File: src/rtl/square_wave_edge_cond.sv
// -----------------------------------------------------------------------------
// square_wave_edge_cond
//
// Input conditioning for the square-wave frequency/duty measurement block.
// For each channel the raw comparator output is synchronised and then
// glitch-filtered: a level change is accepted only after FILT_LEN consecutive
// stable cycles. Accepted changes produce single-cycle rise/fall strobes.
// The block also keeps a free-running timestamp and a per-channel
// signal-present flag that drops after TIMEOUT_CYCLES without an edge.
//
// Ports
//   pll_clk     in   clock, all logic on the rising edge
//   sys_rst_n   in   asynchronous active-low reset
//   wave_in     in   [CH_NUM]        raw asynchronous square inputs
//   filt_en     in   1 = glitch filter active, 0 = bypass
//   glitch_clr  in   single-cycle pulse, clears every glitch counter
//   wave_filt   out  [CH_NUM]        filtered, synchronised level
//   pos_edge    out  [CH_NUM]        strobe on the first cycle wave_filt = 1
//   neg_edge    out  [CH_NUM]        strobe on the first cycle wave_filt = 0
//   ts_now      out  [TS_W]          free-running cycle counter
//   sig_valid   out  [CH_NUM]        accepted edge within last TIMEOUT_CYCLES
//   glitch_cnt  out  [CH_NUM*GL_W]   saturating rejected-pulse counters,
//                                    channel i at [i*GL_W +: GL_W]
// -----------------------------------------------------------------------------
module square_wave_edge_cond #(
  parameter int CH_NUM         = 2,
  parameter int SYNC_STAGES    = 2,
  parameter int FILT_LEN       = 4,
  parameter int TIMEOUT_CYCLES = 200_000_000,
  parameter int TS_W           = 32,
  parameter int GL_W           = 8
) (
  input  logic                   pll_clk,
  input  logic                   sys_rst_n,
  input  logic [CH_NUM-1:0]      wave_in,
  input  logic                   filt_en,
  input  logic                   glitch_clr,
  output logic [CH_NUM-1:0]      wave_filt,
  output logic [CH_NUM-1:0]      pos_edge,
  output logic [CH_NUM-1:0]      neg_edge,
  output logic [TS_W-1:0]        ts_now,
  output logic [CH_NUM-1:0]      sig_valid,
  output logic [CH_NUM*GL_W-1:0] glitch_cnt
);

  // Stability counter only has to reach FILT_LEN-1; timeout counter saturates
  // at TIMEOUT_CYCLES-1.
  localparam int ST_W = (FILT_LEN > 1) ? $clog2(FILT_LEN) : 1;
  localparam int TO_W = (TIMEOUT_CYCLES > 1) ? $clog2(TIMEOUT_CYCLES) : 1;

  localparam logic [ST_W-1:0] ST_LAST = ST_W'(FILT_LEN - 1);
  localparam logic [TO_W-1:0] TO_LAST = TO_W'(TIMEOUT_CYCLES - 1);
  localparam logic [TO_W-1:0] TO_PRE  = TO_W'(TIMEOUT_CYCLES - 2);
  localparam logic [GL_W-1:0] GL_MAX  = '1;

  // Shared timestamp; consumers difference it modulo 2^TS_W, so plain wrap.
  always_ff @(posedge pll_clk or negedge sys_rst_n) begin
    if (!sys_rst_n) begin
      ts_now <= '0;
    end else begin
      // NOTE: state is always updated with non-blocking assignments so every
      // flop samples the pre-edge value of every other flop.
      ts_now <= ts_now + 1'b1;
    end
  end

  for (genvar i = 0; i < CH_NUM; i++) begin : g_ch
    logic [SYNC_STAGES-1:0] sync_q;
    logic                   sync_lvl;
    logic                   filt_q, filt_d;
    logic [ST_W-1:0]        stab_q, stab_d;
    logic                   glitch_hit;
    logic                   edge_hit;
    logic                   pos_q, neg_q;
    logic [TO_W-1:0]        to_q, to_d;
    logic                   valid_q, valid_d;
    logic [GL_W-1:0]        gl_q, gl_d;

    assign sync_lvl = sync_q[SYNC_STAGES-1];

    // Stability filter: a mismatch must persist for FILT_LEN cycles before it
    // is accepted; a mismatch that disappears early counts as one glitch.
    always_comb begin
      // NOTE: every combinational output gets a default first, so no path
      // leaves it unassigned and no latch is inferred.
      filt_d     = filt_q;
      stab_d     = stab_q;
      glitch_hit = 1'b0;
      if (!filt_en) begin
        // Bypass also drops any partial count without calling it a glitch.
        filt_d = sync_lvl;
        stab_d = '0;
      end else if (sync_lvl != filt_q) begin
        if (stab_q == ST_LAST) begin
          filt_d = sync_lvl;
          stab_d = '0;
        end else begin
          stab_d = stab_q + 1'b1;
        end
      end else if (stab_q != '0) begin
        stab_d     = '0;
        glitch_hit = 1'b1;
      end
    end

    assign edge_hit = (filt_d != filt_q);

    // Loss-of-signal timer. An edge on the cycle the timer would expire wins.
    always_comb begin
      to_d    = to_q;
      valid_d = valid_q;
      if (edge_hit) begin
        to_d    = '0;
        valid_d = 1'b1;
      end else if (to_q >= TO_PRE) begin
        to_d    = TO_LAST;
        valid_d = 1'b0;
      end else begin
        to_d = to_q + 1'b1;
      end
    end

    // Clear has priority over a coincident glitch increment.
    always_comb begin
      gl_d = gl_q;
      if (glitch_clr) begin
        gl_d = '0;
      end else if (glitch_hit && (gl_q != GL_MAX)) begin
        gl_d = gl_q + 1'b1;
      end
    end

    always_ff @(posedge pll_clk or negedge sys_rst_n) begin
      if (!sys_rst_n) begin
        sync_q  <= '0;
        filt_q  <= 1'b0;
        stab_q  <= '0;
        pos_q   <= 1'b0;
        neg_q   <= 1'b0;
        to_q    <= '0;
        valid_q <= 1'b0;
        gl_q    <= '0;
      end else begin
        sync_q  <= {sync_q[SYNC_STAGES-2:0], wave_in[i]};
        filt_q  <= filt_d;
        stab_q  <= stab_d;
        pos_q   <= edge_hit & filt_d;
        neg_q   <= edge_hit & ~filt_d;
        to_q    <= to_d;
        valid_q <= valid_d;
        gl_q    <= gl_d;
      end
    end

    assign wave_filt[i]                = filt_q;
    assign pos_edge[i]                 = pos_q;
    assign neg_edge[i]                 = neg_q;
    assign sig_valid[i]                = valid_q;
    assign glitch_cnt[i*GL_W +: GL_W]  = gl_q;
  end

endmodule

File: config.mk
export PLATFORM = sky130hd
export DESIGN_NAME = square_wave_edge_cond
export DESIGN_NICKNAME = d
export VERILOG_FILES = /design/src/rtl/square_wave_edge_cond.sv
export SDC_FILE = /design/constraint.sdc
export NUM_CORES = 1
export LEC_CHECK = 0
export ABC_CLOCK_PERIOD_IN_PS = 2400
export BUFFER_PORTS_ARGS = -buffer_cell sky130_fd_sc_hd__buf_4
export CAP_MARGIN = 25
export CORE_AREA = 2 2 112 114
export DETAILED_ROUTE_END_ITERATION = 8
export DIE_AREA = 0 0 114 116
export HOLD_SLACK_MARGIN = 0.06
export PLACE_DENSITY = 0.7
export SYNTH_ARGS = -nofsm -noshare
export SYNTH_HDL_FRONTEND = slang
export SYNTH_SLANG_ARGS = --single-unit
File: constraint.sdc
create_clock -name pll_clk -period 2.4 [get_ports pll_clk]
set_input_delay 0.12 -clock pll_clk [delete_from_list [all_inputs] [get_ports pll_clk]]
set_output_delay 0.12 -clock pll_clk [all_outputs]
set_load 0.05 [all_outputs]
==> flow_summary.ini <==
[die]
pin_count = 62
fp.dieH_microns = 116
core_sq_mm = 0.0119
die_area_sq_mm = 0.0132
initial_utilization_pct = 49.8
die_x_microns = 114
fp-row-count = 40

[drt]
drt_first_pass_iters = 5
drtIter0Drc = 211
drc = 0
ant_nets = 0
wire_per_inst_microns = 14.6
viasPerCell = 5.48
dr_total_vias = 4329
routed_wl_microns = 11600

[yosys]
synth-edff-count = 0
async_reset_ff_share_pct = 100
yosys.area.top_type = dfrtp_1
synth_cell_types = 47
synth_flop_cell = dfrtp_1
yosysSeqAreaShare_pct = 50.6
ys_seq_elements = 120
syn_area_per_cell_sq_um = 10.6
synth_cells = 561
synth_top_area_share_pct = 50.6
syn-num-nets = 582
synth-warning-count = 0
syn_area_sq_mm = 0.00594
synth_area_leaders = dfrtp_1, xnor2_1, xor2_1

[pwr]
cellLeakagePower_nw = 3.31
p_per_area_mw_per_mm2 = 724
power_mw = 5.21
peakVddDrop_v = 0.000373

[sta]
fin_crit_sh_pct = 94.2
fin_hold_ws_ns = 0.237
fin_ws_ns = 0.138
rsz0062_at_grt = no
setup-violations-final = 0
slew_viol_final = 0
hold_viol_final = 0
fin_crit_ns = 2.26
tns_ns = 0
clock_skew_ns = 0.00648
fmax_mhz = 442
worstMarginPinSlew_ns = 0.558
slew_headroom_pct = 62.7

[placement]
post-dp-hpwl_microns = 7580
port-buffer-count = 61
dp_cells = 754
post_dp_cell_area_sq_mm = 0.00653
pre_cts_ws_ns = 0.130
gp_congestion = 0.824

[critical_path]
required_ns = 2.65
arrival_ns = 2.51
cp-start-kind = register
path_max_fanout = 22
critPathKind = reg -> reg
critPathCaptureType = register
r2r_slack_ns = 0.14

[clock_tree]
cts_sinks = 120
clock-root-buffer = clkbuf_16
clock_path_buffers = 2
post_cts_buffers = 0
clock_latency_ns = 0.42
clk_pin_slew_ns = 0.05
cts-buffers-inserted = 17
h-tree-depth = 4
tritoncts = done

[hold_path]
hold_path_class = in -> async

[flow_run]
cap_violations = 0

[cells_and_area]
nets = 652
area_growth_pct = 21.3
antenna_cells = 0
final_common_cell = dfrtp_1
utilization_pct = 60.5
drive_gt1_share_pct = 17.0
fin_area_sq_mm = 0.00720
finalNonFillerCells = 790
most-common-layout-cells = dfrtp_1, buf_4, xnor2_1, xor2_1, nand2_1

[global_routing]
track_usage_pct = 19.2
grt-ovfl-total = 0
grt_max_degree = 51
antenna_found_initial = 0
grt_pass1_vias = 4340
grt_first_pass_wirelength_microns = 20100

[run_status]
outcome = complete, no violations
Yosys cell counts, drive strengths merged, types with 2 or more instances:
library cell  count
and3             29
nand2b            3
nand2            40
a21bo             2
a21oi             3
nand3            39
nor2b             4
nor2             34
clkbuf           14
ha               15
buf              11
a31oi             5
nor3             11
and4             11
nor4              7
a21boi           39
o21ai             7
and3b             4
nand4b            2
or4               5
nand4            26
and2              6
inv              15
dfrtp           120
o211ai            2
o311a             2
xnor2            50
xor2             42
or2               2
final cells by class:
class	count	area, sq um
fill	1012	4710
sequential	120	3000
multi-input combinational	401	2750
timing repair buffer	76	596
clock buffer	22	464
tap	147	184
clock inverter	9	148
inverter	15	56.3
report_power, final:
group	switching, mW	internal [mW]
logic	0.243	0.156
clock network	0.876	1.78
registers	0.0719	2.09
timing repair:
item	CTS	global route
hold buffers	5	0
resized for setup	0	1
hold endpoints to repair	62	0
setup endpoints to repair	0	10
layer usage:
| metal | part of all wire [%] | up-vias | global-route usage (%) |
|---|---|---|---|
| li1 | - | 2099 | - |
| met1 | 47 | 2110 | 24.6 |
| met2 | 47 | 103 | 30.0 |
| met3 | 5.1 | 17 | 6.28 |
| met4 | 1.7 | 0 | 8.54 |
| met5 | 0 | - | 0 |
sequential cells by signal, indices dropped and copies added, names as in the netlist:
register	flops
ts_now	32
g_ch.sync_q	4
g_ch.valid_q	2
g_ch.gl_q	16
g_ch.neg_q	2
g_ch.stab_q	4
g_ch.to_q	56
g_ch.pos_q	2
g_ch.filt_q	2
logic make-up after synthesis:
kind of cell	Yosys count	share of synthesized area, %
XOR/XNOR	92	13.6
multiplexers	2	0.358
buffers and inverters	40	3.22
AND/OR/NAND/NOR	226	20.9
AO/OA/AOI/OAI	66	8.16
flip-flops	120	50.6
adder cells (fa/ha/maj)	15	3.16
worst paths after layout:
check                                                 start  cells after the start                           to
min in group pll_clk            g_ch[0].sync_q[0]$_DFF_PN0_                      0  g_ch[0].sync_q[1]$_DFF_PN0_
worst max register to register   g_ch[1].to_q[11]$_DFF_PN0_                      5    g_ch[1].to_q[2]$_DFF_PN0_
worst min register to register  g_ch[0].sync_q[0]$_DFF_PN0_                      0  g_ch[0].sync_q[1]$_DFF_PN0_
worst max-delay path             g_ch[1].to_q[11]$_DFF_PN0_                      5    g_ch[1].to_q[2]$_DFF_PN0_
worst min-delay path                              sys_rst_n                      2      g_ch[0].neg_q$_DFF_PN0_
max in group asynchronous                         sys_rst_n                      3         ts_now[31]$_DFF_PN0_
worst max-delay path: stages, from the launching register on:
cell and delay, ns:
dfrtp_1 0.42, or4_1 0.49, or4_1 0.41, a311o_1 0.33
o211ai_4 0.24, a21boi_0 0.21
Note: power is estimated with default switching activity, not from simulation.
